## src/rtl/id_ex_pipe_stage.sv

```systemverilog
// id_ex_pipe_stage: decode-to-execute pipeline register.
// Holds the decoded control, data and register-address fields for the
// execute stage, with a valid bit, stall (hold), flush (bubble) and a
// synchronous active-high reset. Priority on each edge: rst > flush > stall > load.
// Optional build macro: PIPE_PERF_CNT_EN adds saturating stall/bubble counters;
// without it both counter outputs are tied to zero.

module id_ex_pipe_stage #(
    parameter int DATA_WIDTH     = 32,
    parameter int REG_ADDR_WIDTH = 5,
    parameter int ALU_CTRL_WIDTH = 4,
    parameter int CNT_WIDTH      = 16
) (
    input  logic                      clk,
    input  logic                      rst,
    input  logic                      stallE_i,
    input  logic                      flushE_i,
    input  logic                      validD_i,
    input  logic                      regWriteD_i,
    input  logic [1:0]                resultSrcD_i,
    input  logic                      memWriteD_i,
    input  logic                      branchD_i,
    input  logic                      jumpD_i,
    input  logic                      jalrD_i,
    input  logic                      ALUSrcD_i,
    input  logic [ALU_CTRL_WIDTH-1:0] ALUCtrlD_i,
    input  logic [DATA_WIDTH-1:0]     PCD_i,
    input  logic [DATA_WIDTH-1:0]     RD1D_i,
    input  logic [DATA_WIDTH-1:0]     RD2D_i,
    input  logic [DATA_WIDTH-1:0]     ImmExtD_i,
    input  logic [REG_ADDR_WIDTH-1:0] rs1D_i,
    input  logic [REG_ADDR_WIDTH-1:0] rs2D_i,
    input  logic [REG_ADDR_WIDTH-1:0] rdD_i,
    output logic                      validE_o,
    output logic                      regWriteE_o,
    output logic [1:0]                resultSrcE_o,
    output logic                      memWriteE_o,
    output logic                      branchE_o,
    output logic                      jumpE_o,
    output logic                      jalrE_o,
    output logic                      ALUSrcE_o,
    output logic [ALU_CTRL_WIDTH-1:0] ALUCtrlE_o,
    output logic [DATA_WIDTH-1:0]     PCE_o,
    output logic [DATA_WIDTH-1:0]     RD1E_o,
    output logic [DATA_WIDTH-1:0]     RD2E_o,
    output logic [DATA_WIDTH-1:0]     ImmExtE_o,
    output logic [REG_ADDR_WIDTH-1:0] rs1E_o,
    output logic [REG_ADDR_WIDTH-1:0] rs2E_o,
    output logic [REG_ADDR_WIDTH-1:0] rdE_o,
    output logic [CNT_WIDTH-1:0]      stallCount_o,
    output logic [CNT_WIDTH-1:0]      bubbleCount_o
);

    // Pipeline state registers and their next-state values.
    logic                      valid_q,      valid_d;
    logic                      reg_write_q,  reg_write_d;
    logic [1:0]                result_src_q, result_src_d;
    logic                      mem_write_q,  mem_write_d;
    logic                      branch_q,     branch_d;
    logic                      jump_q,       jump_d;
    logic                      jalr_q,       jalr_d;
    logic                      alu_src_q,    alu_src_d;
    logic [ALU_CTRL_WIDTH-1:0] alu_ctrl_q,   alu_ctrl_d;
    logic [DATA_WIDTH-1:0]     pc_q,         pc_d;
    logic [DATA_WIDTH-1:0]     rd1_q,        rd1_d;
    logic [DATA_WIDTH-1:0]     rd2_q,        rd2_d;
    logic [DATA_WIDTH-1:0]     imm_ext_q,    imm_ext_d;
    logic [REG_ADDR_WIDTH-1:0] rs1_q,        rs1_d;
    logic [REG_ADDR_WIDTH-1:0] rs2_q,        rs2_d;
    logic [REG_ADDR_WIDTH-1:0] rd_q,         rd_d;

    // A register write is only architecturally meaningful for a real
    // instruction that targets something other than x0.
    logic rd_nonzero;
    assign rd_nonzero = (rdD_i != '0);

    // Next-state selection: flush inserts a bubble, stall holds, otherwise load with gating.
    always_comb begin
        valid_d      = valid_q;
        reg_write_d  = reg_write_q;
        result_src_d = result_src_q;
        mem_write_d  = mem_write_q;
        branch_d     = branch_q;
        jump_d       = jump_q;
        jalr_d       = jalr_q;
        alu_src_d    = alu_src_q;
        alu_ctrl_d   = alu_ctrl_q;
        pc_d         = pc_q;
        rd1_d        = rd1_q;
        rd2_d        = rd2_q;
        imm_ext_d    = imm_ext_q;
        rs1_d        = rs1_q;
        rs2_d        = rs2_q;
        rd_d         = rd_q;

        if (flushE_i) begin
            valid_d      = 1'b0;
            reg_write_d  = 1'b0;
            result_src_d = '0;
            mem_write_d  = 1'b0;
            branch_d     = 1'b0;
            jump_d       = 1'b0;
            jalr_d       = 1'b0;
            alu_src_d    = 1'b0;
            alu_ctrl_d   = '0;
            pc_d         = '0;
            rd1_d        = '0;
            rd2_d        = '0;
            imm_ext_d    = '0;
            rs1_d        = '0;
            rs2_d        = '0;
            rd_d         = '0;
        end else if (!stallE_i) begin
            valid_d      = validD_i;
            reg_write_d  = validD_i & regWriteD_i & rd_nonzero;
            result_src_d = resultSrcD_i;
            mem_write_d  = validD_i & memWriteD_i;
            branch_d     = validD_i & branchD_i;
            jump_d       = validD_i & jumpD_i;
            jalr_d       = validD_i & jalrD_i;
            alu_src_d    = ALUSrcD_i;
            alu_ctrl_d   = ALUCtrlD_i;
            pc_d         = PCD_i;
            rd1_d        = RD1D_i;
            rd2_d        = RD2D_i;
            imm_ext_d    = ImmExtD_i;
            rs1_d        = rs1D_i;
            rs2_d        = rs2D_i;
            rd_d         = rdD_i;
        end
    end

    // Pipeline register update with synchronous reset to the all-zero state.
    always_ff @(posedge clk) begin
        if (rst) begin
            valid_q      <= 1'b0;
            reg_write_q  <= 1'b0;
            result_src_q <= '0;
            mem_write_q  <= 1'b0;
            branch_q     <= 1'b0;
            jump_q       <= 1'b0;
            jalr_q       <= 1'b0;
            alu_src_q    <= 1'b0;
            alu_ctrl_q   <= '0;
            pc_q         <= '0;
            rd1_q        <= '0;
            rd2_q        <= '0;
            imm_ext_q    <= '0;
            rs1_q        <= '0;
            rs2_q        <= '0;
            rd_q         <= '0;
        end else begin
            valid_q      <= valid_d;
            reg_write_q  <= reg_write_d;
            result_src_q <= result_src_d;
            mem_write_q  <= mem_write_d;
            branch_q     <= branch_d;
            jump_q       <= jump_d;
            jalr_q       <= jalr_d;
            alu_src_q    <= alu_src_d;
            alu_ctrl_q   <= alu_ctrl_d;
            pc_q         <= pc_d;
            rd1_q        <= rd1_d;
            rd2_q        <= rd2_d;
            imm_ext_q    <= imm_ext_d;
            rs1_q        <= rs1_d;
            rs2_q        <= rs2_d;
            rd_q         <= rd_d;
        end
    end

    assign validE_o     = valid_q;
    assign regWriteE_o  = reg_write_q;
    assign resultSrcE_o = result_src_q;
    assign memWriteE_o  = mem_write_q;
    assign branchE_o    = branch_q;
    assign jumpE_o      = jump_q;
    assign jalrE_o      = jalr_q;
    assign ALUSrcE_o    = alu_src_q;
    assign ALUCtrlE_o   = alu_ctrl_q;
    assign PCE_o        = pc_q;
    assign RD1E_o       = rd1_q;
    assign RD2E_o       = rd2_q;
    assign ImmExtE_o    = imm_ext_q;
    assign rs1E_o       = rs1_q;
    assign rs2E_o       = rs2_q;
    assign rdE_o        = rd_q;

`ifdef PIPE_PERF_CNT_EN
    localparam logic [CNT_WIDTH-1:0] CNT_ONE = {{(CNT_WIDTH-1){1'b0}}, 1'b1};
    localparam logic [CNT_WIDTH-1:0] CNT_MAX = '1;

    logic [CNT_WIDTH-1:0] stall_count_q,  stall_count_d;
    logic [CNT_WIDTH-1:0] bubble_count_q, bubble_count_d;

    // Saturating event counters: a stall counts only when not overridden by flush.
    always_comb begin
        stall_count_d  = stall_count_q;
        bubble_count_d = bubble_count_q;
        if (flushE_i) begin
            if (bubble_count_q != CNT_MAX) begin
                bubble_count_d = bubble_count_q + CNT_ONE;
            end
        end else if (stallE_i) begin
            if (stall_count_q != CNT_MAX) begin
                stall_count_d = stall_count_q + CNT_ONE;
            end
        end
    end

    // Counter registers clear only on reset.
    always_ff @(posedge clk) begin
        if (rst) begin
            stall_count_q  <= '0;
            bubble_count_q <= '0;
        end else begin
            stall_count_q  <= stall_count_d;
            bubble_count_q <= bubble_count_d;
        end
    end

    assign stallCount_o  = stall_count_q;
    assign bubbleCount_o = bubble_count_q;
`else
    assign stallCount_o  = '0;
    assign bubbleCount_o = '0;
`endif

endmodule

```

## config.mk

```make
export PLATFORM = sky130hd
export DESIGN_NAME = id_ex_pipe_stage
export DESIGN_NICKNAME = d
export VERILOG_FILES = /design/src/rtl/id_ex_pipe_stage.sv
export SDC_FILE = /design/constraint.sdc
export NUM_CORES = 1
export LEC_CHECK = 0
export ABC_CLOCK_PERIOD_IN_PS = 3650
export CAP_MARGIN = 20
export CORE_ASPECT_RATIO = 1.2
export CORE_MARGIN = 5
export CORE_UTILIZATION = 25
export DETAILED_ROUTE_END_ITERATION = 10
export MAX_ROUTING_LAYER = met4
export PLACE_DENSITY = 0.65
export SLEW_MARGIN = 20
export SYNTH_ARGS = -nofsm -noshare
export SYNTH_HDL_FRONTEND = slang
export SYNTH_SLANG_ARGS = --single-unit
```

## constraint.sdc

```tcl
create_clock -name clk -period 3.65 [get_ports clk]
set_clock_uncertainty 0.2 [all_clocks]
set_input_delay 0.73 -clock clk [delete_from_list [all_inputs] [get_ports clk]]
set_output_delay 0.73 -clock clk [all_outputs]
set_load 0.01 [all_outputs]
```

==> run summary, run 1 <==
## STA
• Setup TNS Final: 0 ns
• minimum period implied by the final worst setup slack: 2.27 ns
• Finish-stage setup viols: 0
• final number of max-transition violations: 0
• share of the clock period used by the worst path after layout: 62.3%
• post-route worst hold slack: 0.291 ns
• Worst slew margin: 54.6%
• maximum achievable frequency: 0.440 GHz
• RSZ-0062 raised after global routing: false
• worst path setup slack after routing: 1.38 ns
• Least-Margin Pin Slew: 0.680 ns
• Hold Vio Cnt, Final: 0

## GRT
• number of antenna violations at the first check in global routing: 0
• number of global-route vias before repair: 4834
• Overall Global Routing Usage: 13.1%
• grt total ovfl: 0
• global-route wire length before repair: 26500 um
• maximum number of pins on one net before global-route repair: 69

## Routing
• aggregate routed wire length: 17300 um
• Avg Vias per Cell: 4.00
• via total after detailed routing: 4700
• count of antenna-violating nets left after detailed routing: 0
• first-pass iteration count of the detailed router: 4
• remaining design rule violation count: 0
• First DRT Iteration DRCs: 195
• routed length per placed instance: 14.8 um

## Synth
• share of cell area taken by muxes after synthesis: 25.8%
• largest family of logic cells by synthesized area: multiplexers
• area of the mapped netlist: 5820 um2
• post-synthesis sequential area ratio: 53.7%
• cell count after synthesis: 541
• share of synthesized cell area in full adder, half adder and majority cells: 0%
• area fraction in compound gates after synthesis: 0.753%
• total of flip-flops plus latches after synthesis: 156
• Ys Warns: 0
• average cell area after synthesis: 10.8 um2
• post-synthesis xor/xnor area fraction: 0%
• post-synthesis simple-gate area fraction: 10.6%
• number of distinct library cells after synthesis: 15

## CTS
• CTS H-tree depth: 4
• cts bufs inserted: 17
• CTS tree: yes
• post-CTS repair timing setup buffer count: 0
• CTS max path bufs: 2
• clock sink total: 156
• count of instances resized after the clock tree is built: 0
• number of buffers inserted by hold repair at cts: 0
• later-pin clock latency in the skew report: 0.41 ns
• post-CTS clock slew at the launch and capture registers of the worst setup and hold paths: 0.07 ns
• root buffer selected by CTS: sky130_fd_sc_hd__clkbuf_16

## Worst hold path
• Hold Crit Class: flop to flop

## Cells and area
• number of fill cells in the layout: 2272
• final standard cell count with taps included and fillers excluded: 1174
• final core utilization: 41.8%
• number of antenna repair diodes: 0
• area growth from synthesis to layout: 65.6%
• # nets final: 1006
• Final Instance Area: 9630 um2
• layout cells sized above 1: 4.77%

## Setup path
• CP Class: flop to output port
• critical-path cell list: clkdlybuf4s50_1
• cell class contributing the biggest share of worst-path delay: buffers and inverters
• maximum fanout encountered on the critical timing path: 2
• required time reported for the critical path endpoint: 2.72 ns
• worst endpoint data arrival time: 1.34 ns
• Startpoint Class: flop
• combined buffer and inverter count along the critical path: 1
• Critical Path Sink Type: output port
• standard cell with the maximum stage delay on the critical path: sky130_fd_sc_hd__clkdlybuf4s50_1
• slowest cell delay on critical path: 0.60 ns

## Place
• Cell Area, Placed: 9060 um2
• detailed-placement wirelength estimate: 13100 um
• number of buffer cells added on primary ports: 315
• placed cell count: 1142
• Final Wtd Congestion: 0.748
• minimum setup slack after placement: 1.31 ns

## Die
• Die Y: 177 um
• site row count: 61
• overall die area: 26400 um2
• die width: 149 um
• initial cell density of the core: 25.2%
• core area: 23000 um2
• IO Pins: 348

## Flow run
• Max-Cap Viols: 0

## Power and ir drop
• Cell Pwr Density: 421 nW/um2
• worst IR drop on VDD: 279 uV
• leakage power: 3.98 nW
• Power Total: 4.06 mW

## Run status
• run status: complete, no violations

==> logic make-up after synthesis <==
logic type / Yosys count
AND/OR/NAND/NOR: 161
flip-flops: 156
multiplexers: 150
buffers and inverters: 67
AO/OA/AOI/OAI: 6
other: 1
==> cell type report <==
cell class | instances | area (um2) | share of cell area [%]
clock buffer | 19 | 443 | 4.60
clock inverter | 13 | 130 | 1.35
sequential | 156 | 3120 | 32.4
timing repair buffer | 322 | 3260 | 33.8
multi-input combinational | 349 | 2280 | 23.7
tap | 315 | 394 | 4.09
==> state kept, by name (all words and copies together), names as in the netlist, 2 cells and up <==
name / flops
rdE_o: 5
ImmExtE_o: 32
rs1E_o: 5
ALUCtrlE_o: 4
resultSrcE_o: 2
RD1E_o: 32
rs2E_o: 5
RD2E_o: 32
PCE_o: 32
==> synth_stat cells <==
master | instances | share of area [%]
sky130_fd_sc_hd__mux2i_1 | 150 | 26
sky130_fd_sc_hd__nor2_1 | 156 | 10
sky130_fd_sc_hd__nor2b_2 | 1 | 0.15
sky130_fd_sc_hd__or4_1 | 1 | 0.13
sky130_fd_sc_hd__buf_4 | 55 | 7.1
sky130_fd_sc_hd__a21oi_1 | 1 | 0.086
sky130_fd_sc_hd__buf_2 | 3 | 0.26
sky130_fd_sc_hd__nand3_1 | 1 | 0.086
sky130_fd_sc_hd__nand2_1 | 1 | 0.064
sky130_fd_sc_hd__a22oi_1 | 4 | 0.52
sky130_fd_sc_hd__dfxtp_1 | 156 | 54
sky130_fd_sc_hd__or2_2 | 1 | 0.11
sky130_fd_sc_hd__buf_6 | 9 | 1.7
sky130_fd_sc_hd__conb_1 | 1 | 0.064
sky130_fd_sc_hd__o2111ai_1 | 1 | 0.15
==> where the power goes <==
group	switching (mW)	leakage (nW)	total [mW]	internal (mW)
combinational	0.209	2.43	0.540	0.331
sequential	0.0274	1.27	1.79	1.76
clock	0.757	0.273	1.73	0.974
total	0.993	3.98	4.06	3.06
==> final timing paths <==
path | endpoint | slack, ns | from | depth (start not counted)
worst min register to register | RD2E_o[2] | 0.29 | RD2E_o[2] | 2
worst max-delay path | rdE_o[4] | 1.38 | rdE_o[4] | 1
worst min-delay path | RD2E_o[2] | 0.29 | RD2E_o[2] | 2
worst max register to register | branchE_o | 2.79 | branchE_o | 2
==> metal layers <==
layer / part of all wire (%) / vias up / GRT usage, %
li1: - / 2337 / -
met3: 5.8 / 9 / 3.10
met1: 40 / 2194 / 15.1
met2: 53 / 160 / 22.7
met5: 0 / - / -
met4: 1.4 / 0 / 3.97
==> placed cells by master, fill, tap and decap left out <==
cell                              count
sky130_fd_sc_hd__buf_12               4
sky130_fd_sc_hd__clkinvlp_4           3
sky130_fd_sc_hd__dfxtp_1            156
sky130_fd_sc_hd__nor2_1             156
sky130_fd_sc_hd__nand3_1              1
sky130_fd_sc_hd__clkbuf_8             2
sky130_fd_sc_hd__clkbuf_16           17
sky130_fd_sc_hd__mux2i_1            150
sky130_fd_sc_hd__o2111ai_1            1
sky130_fd_sc_hd__nand2_1              1
sky130_fd_sc_hd__or4_1                1
sky130_fd_sc_hd__or2_4                1
sky130_fd_sc_hd__conb_1              32
sky130_fd_sc_hd__inv_8                1
sky130_fd_sc_hd__a21oi_1              1
sky130_fd_sc_hd__clkbuf_1             1
sky130_fd_sc_hd__clkinv_2             1
sky130_fd_sc_hd__bufinv_16            1
sky130_fd_sc_hd__nor2b_2              1
sky130_fd_sc_hd__buf_4                3
sky130_fd_sc_hd__clkinv_4             3
sky130_fd_sc_hd__a22oi_1              4
sky130_fd_sc_hd__inv_6                4
sky130_fd_sc_hd__clkdlybuf4s50_1    314
Power figures use the tool's default switching activity.
==> inputs of run 2 (changes only) <==
Settings changed: ABC_CLOCK_PERIOD_IN_PS 3650 to 2250.
Clock period 3.65 ns to 2.25 ns, I/O delays scaled along.
==> run summary, run 2 (synthesis gave the netlist of run 1 again) <==
## Die
• initial cell density of the core: 25.2%, unchanged
• core area: 23000 um2, unchanged
• Die Y: 177 um, unchanged
• overall die area: 26400 um2, unchanged
• IO Pins: 348, unchanged
• die width: 149 um, unchanged
• site row count: 61, unchanged

## STA
• minimum period implied by the final worst setup slack: 1.98 ns
• RSZ-0062 raised after global routing: false
• Hold Vio Cnt, Final: 0, unchanged
• Setup TNS Final: 0 ns, unchanged
• maximum achievable frequency: 0.504 GHz
• share of the clock period used by the worst path after layout: 88.2%
• worst path setup slack after routing: 0.266 ns, -1.11 ns
• final number of max-transition violations: 0, unchanged
• Finish-stage setup viols: 0, unchanged

## Routing
• via total after detailed routing: 4720, +0.43%
• remaining design rule violation count: 0, unchanged
• First DRT Iteration DRCs: 165, -15%
• count of antenna-violating nets left after detailed routing: 0, unchanged
• Avg Vias per Cell: 4.00, about the same
• routed length per placed instance: 14.8 um, +0.61%
• first-pass iteration count of the detailed router: 4, unchanged
• aggregate routed wire length: 17500 um, +1.0%

## Setup path
• slowest cell delay on critical path: 0.59 ns, about the same
• required time reported for the critical path endpoint: 1.60 ns, -1.12 ns
• combined buffer and inverter count along the critical path: 1, unchanged
• flop2flop setup slack: 1.37 ns, -1.42 ns
• Startpoint Class: flop
• critical-path cell list: clkdlybuf4s50_1
• cell class contributing the biggest share of worst-path delay: buffers and inverters
• standard cell with the maximum stage delay on the critical path: sky130_fd_sc_hd__clkdlybuf4s50_1
• worst endpoint data arrival time: 1.33 ns, about the same
• CP Class: flop to output port
• Critical Path Sink Type: output port
• maximum fanout encountered on the critical timing path: 2, unchanged

## GRT
• met3 routing resource usage after global routing: 3.79%, +0.69 points
• routing usage on met1: 14.2%, -0.84 points
• Overall Global Routing Usage: 12.9%, -0.19 points
• maximum number of pins on one net before global-route repair: 80, +16%
• global-route wire length before repair: 25900 um, -2.5%
• number of global-route vias before repair: 4715, -2.5%
• busiest grt layer: met2
• global routing met2 resource utilization: 22.1%, -0.57 points
• number of antenna violations at the first check in global routing: 0, unchanged
• grt total ovfl: 0, unchanged

## Cells and area
• commonest non-fill, non-tap cells in the layout: sky130_fd_sc_hd__clkdlybuf4s50_1 (314), sky130_fd_sc_hd__dfxtp_1 (156), sky130_fd_sc_hd__nor2_1 (156)
• layout cells sized above 1: 5.32%, +0.55 points
• area growth from synthesis to layout: 67.5%
• number of antenna repair diodes: 0, unchanged
• final core utilization: 42.3%, +0.49 points
• Final Instance Area: 9750 um2, +1.2%
• # nets final: 1012, +0.60%
• most frequent standard cell in the layout excluding fill and tap cells: sky130_fd_sc_hd__clkdlybuf4s50_1

## CTS
• count of instances resized after the clock tree is built: 0, unchanged
• CTS H-tree depth: 4, unchanged
• later-pin clock latency in the skew report: 0.41 ns, about the same
• clock sink total: 156, unchanged
• CTS max path bufs: 2, unchanged
• post-CTS clock slew at the launch and capture registers of the worst setup and hold paths: 0.07 ns, about the same
• root buffer selected by CTS: sky130_fd_sc_hd__clkbuf_16
• CTS tree: yes
• post-CTS repair timing setup buffer count: 0, unchanged
• number of buffers inserted by hold repair at cts: 0, unchanged
• cts bufs inserted: 17, unchanged

## Place
• number of buffer cells added on primary ports: 315, unchanged
• minimum setup slack after placement: 0.263 ns, -1.04 ns
• detailed-placement wirelength estimate: 13100 um, +0.19%
• Final Wtd Congestion: 0.769, +2.8%
• Cell Area, Placed: 9120 um2, +0.64%

## Power and ir drop
• Cell Pwr Density: 705 nW/um2, +67%
• leakage power: 4.03 nW, +1.4%
• switching power total: 1.58 mW, +59%
• internal power: 5.30 mW, +73%
• sequential power share: 42.1%, -1.9 points
• Power Total: 6.87 mW, +69%
• share of power burned in the clock network: 45.0%, +2.3 points
• worst IR drop on VDD: 509 uV, +82%
• Comb power frac: 12.9%, -0.4 points
• share of total power consumed by net switching: 22.9%, -1.6 points

## Flow run
• Max-Cap Viols: 0, unchanged

## Run status
• run status: complete, no violations

## Worst hold path
• Hold Crit Class: flop to flop

[run 2: changes by cell type in the layout (fill, tap and decap cells not counted), sizes merged]
cell    delta
bufinv     +3
clkinv     -3
buf        +6
inv        -1
[run 2: per-layer routing]
layer / vias up / part of all wire, %
met3: 19 / 6.8
met5: - / 0
met1: 2180 / 39
met4: 0 / 2.0
li1: 2340 / -
met2: 181 / 52
[run 2: per-stage QoR]
step | hold slack [ns] | std cells
2_1_floorplan | 0.293 | 572
3_3_place_gp | 0.270 | 1148
3_5_place_dp | 0.281 | 1148
4_1_cts | 0.295 | 1179
5_1_grt | 0.315 | 1179
6_report | 0.288 | 1179
[run 2: path summary, 6_finish.rpt]
kind            startpoint  cells after the start             to
max          ALUCtrlE_o[3]                      1  ALUCtrlE_o[3]
min               validE_o                      2       validE_o
max reg2reg      branchE_o                      2      branchE_o
min reg2reg       validE_o                      2       validE_o
[run 2: layout make-up]
| class | instances | area [um2] |
|---|---|---|
| multi-input cells | 349 | 2280 |
| flip-flops and latches | 156 | 3120 |
| clock buffers | 19 | 443 |
| well taps | 315 | 394 |
| clock inverters | 12 | 186 |
| repair buffers | 328 | 3320 |
| fillers | 2292 | 13300 |
[run 2: tightest hold or removal path: stages (launching register included)]
cell and delay (ns):
sky130_fd_sc_hd__dfxtp_1 0.33, sky130_fd_sc_hd__a21oi_1 0.06, sky130_fd_sc_hd__nor2_1 0.07
[run 2: power groups by stage]
| stage | Clock [mW] | Combinational (mW) | Sequential (mW) |
|---|---|---|---|
| 6_report | 3.09 | 0.889 | 2.90 |
| 5_1_grt | 3.32 | 0.954 | 2.91 |
| 4_1_cts | 3.20 | 0.899 | 2.90 |
| 3_5_place_dp | 0 | 0.895 | 2.96 |
| 3_3_place_gp | 0 | 0.891 | 2.95 |
| 2_1_floorplan | 0 | 0.383 | 3.00 |
==> inputs of run 3 (changes only) <==
Settings changed: CORE_MARGIN 5 to default.
==> run summary, run 3 (synthesis gave the netlist of run 1 again) <==
## Place
• Final Wtd Congestion: 0.734, -4.5%
• number of buffer cells added on primary ports: 315, unchanged
• Cell Area, Placed: 9220 um2, +1.1%
• detailed-placement wirelength estimate: 12000 um, -8.1%

## Setup path
• maximum fanout encountered on the critical timing path: 2, unchanged
• Startpoint Class: flop
• Crit path depth: 1, unchanged
• path depth of the worst reg2reg path: 2, unchanged
• combined buffer and inverter count along the critical path: 1, unchanged
• cell class contributing the biggest share of worst-path delay: buffers and inverters
• slowest cell delay on critical path: 0.57 ns, -0.02 ns
• worst endpoint data arrival time: 1.35 ns, +0.02 ns
• CP Class: flop to output port
• required time reported for the critical path endpoint: 1.60 ns, about the same
• standard cell with the maximum stage delay on the critical path: sky130_fd_sc_hd__clkdlybuf4s50_1
• Critical Path Sink Type: output port
• critical-path cell list: clkdlybuf4s50_1

## GRT
• global-route wire length before repair: 24600 um, -5.0%
• number of antenna violations at the first check in global routing: 0, unchanged
• Overall Global Routing Usage: 13.8%, +0.85 points
• number of global-route vias before repair: 4566, -3.2%
• grt total ovfl: 0, unchanged
• maximum number of pins on one net before global-route repair: 75, -6.3%

## Cells and area
• number of fill cells in the layout: 2188, -4.5%
• area taken by flip-flops and latches: 3120 um2, unchanged
• area of the multi-input gates: 2280 um2, unchanged
• commonest non-fill, non-tap cells in the layout: sky130_fd_sc_hd__clkdlybuf4s50_1 (314), sky130_fd_sc_hd__dfxtp_1 (156), sky130_fd_sc_hd__nor2_1 (156)
• number of antenna repair diodes: 0, unchanged
• # nets final: 1020, +0.79%
• most frequent standard cell in the layout excluding fill and tap cells: sky130_fd_sc_hd__clkdlybuf4s50_1
• Final Instance Area: 9870 um2, +1.3%
• layout cells sized above 1: 6.20%, +0.88 points
• area growth from synthesis to layout: 69.7%

## Routing
• aggregate routed wire length: 16200 um, -7.5%
• routed metal-1 wirelength: 6780 um, -1.2%
• First DRT Iteration DRCs: 121, -27%
• Detail Route met3 WL: 916 um, -23%
• Avg Vias per Cell: 4.01, +0.19%
• routed length per placed instance: 13.7 um, -7.6%
• via total after detailed routing: 4737, +0.36%
• remaining design rule violation count: 0, unchanged
• count of antenna-violating nets left after detailed routing: 0, unchanged
• met2 WL post-DR: 8080 um, -11%
• first-pass iteration count of the detailed router: 4, unchanged
• highest metal layer with signal wires: met4

## STA
• final number of max-transition violations: 0, unchanged
• minimum period implied by the final worst setup slack: 2.00 ns, +0.0192 ns
• Worst slew margin: 65.6%
• Setup TNS Final: 0 ns, unchanged
• Finish-stage setup viols: 0, unchanged
• Least-Margin Pin Slew: 0.516 ns
• Hold Vio Cnt, Final: 0, unchanged
• maximum achievable frequency: 0.499 GHz, -0.96%
• RSZ-0062 raised after global routing: false
• share of the clock period used by the worst path after layout: 89.0%, +0.85 points

## Die
• IO Pins: 348, unchanged
• die width: 141 um, -5.4%
• initial cell density of the core: 25.7%, +0.51 points
• core area: 22600 um2, -2.0%
• site row count: 60, -1.6%
• Die Y: 169 um, -4.5%
• overall die area: 23900 um2, -9.6%

## CTS
• CTS tree: yes
• post-CTS clock slew at the launch and capture registers of the worst setup and hold paths: 0.07 ns, about the same
• CTS H-tree depth: 4, unchanged
• count of instances resized after the clock tree is built: 0, unchanged
• cts bufs inserted: 17, unchanged
• later-pin clock latency in the skew report: 0.41 ns, about the same
• post-CTS repair timing setup buffer count: 0, unchanged
• number of buffers inserted by hold repair at cts: 0, unchanged
• CTS max path bufs: 2, unchanged
• clock sink total: 156, unchanged
• root buffer selected by CTS: sky130_fd_sc_hd__clkbuf_16

## Run status
• run status: complete, no violations

## Power and ir drop
• Power Total: 7.00 mW, +1.9%
• leakage power: 4.10 nW, +1.7%
• worst IR drop on VDD: 471 uV, -7.4%
• Cell Pwr Density: 709 nW/um2, +0.57%

## Worst hold path
• Hold Crit Class: flop to flop
• cell count of the worst hold path: 2, unchanged

## Flow run
• Max-Cap Viols: 0, unchanged

-- run 3: cell types whose count changed in the layout (fill, tap and decap cells not counted) --
cell	previous run	this run
sky130_fd_sc_hd__inv_6	4	2
sky130_fd_sc_hd__clkinvlp_4	3	2
sky130_fd_sc_hd__bufinv_16	4	5
sky130_fd_sc_hd__clkinv_4	1	2
sky130_fd_sc_hd__buf_4	8	12
sky130_fd_sc_hd__inv_8	0	1
sky130_fd_sc_hd__clkbuf_1	1	0
sky130_fd_sc_hd__buf_12	5	9
-- run 3: worst paths after layout --
kind | from | to | slack [ns]
worst max-delay path | RD1E_o[0] | RD1E_o[0] | 0.25
worst min-delay path | regWriteE_o | regWriteE_o | 0.28
worst max register to register | branchE_o | branchE_o | 1.39
worst min register to register | regWriteE_o | regWriteE_o | 0.28
-- run 3: area by class of cell --
type / instances / area share (%)
timing repair buffer: 336 / 34.7
sequential: 156 / 31.6
multi-input combinational: 349 / 23.1
clock buffer: 18 / 4.45
tap: 310 / 3.93
clock inverter: 12 / 2.14
-- run 3: report_power, final --
| part | total (mW) | switching [mW] | internal, mW | leakage (nW) |
|---|---|---|---|---|
| Clock | 3.20 | 1.20 | 2.01 | 0.311 |
| Combinational | 0.902 | 0.339 | 0.563 | 2.52 |
| Sequential | 2.90 | 0.0449 | 2.85 | 1.27 |
-- run 3: stage by stage --
step / util [%] / cells / setup WS (ns) / hold WS, ns
2_1_floorplan: - / 572 / 0.750 / 0.293
3_3_place_gp: 40.8 / 1151 / 0.283 / 0.271
3_5_place_dp: 40.8 / 1151 / 0.274 / 0.272
4_1_cts: 43.7 / 1181 / 0.208 / 0.284
5_1_grt: 43.7 / 1181 / 0.189 / 0.310
6_report: 43.7 / 1181 / 0.246 / 0.281
-- run 3: routing by layer --
layer	vias to the layer above	track usage, %
met3	24	3.71
met4	0	6.24
li1	2362	-
met1	2170	15.0
met2	181	23.4
met5	-	-
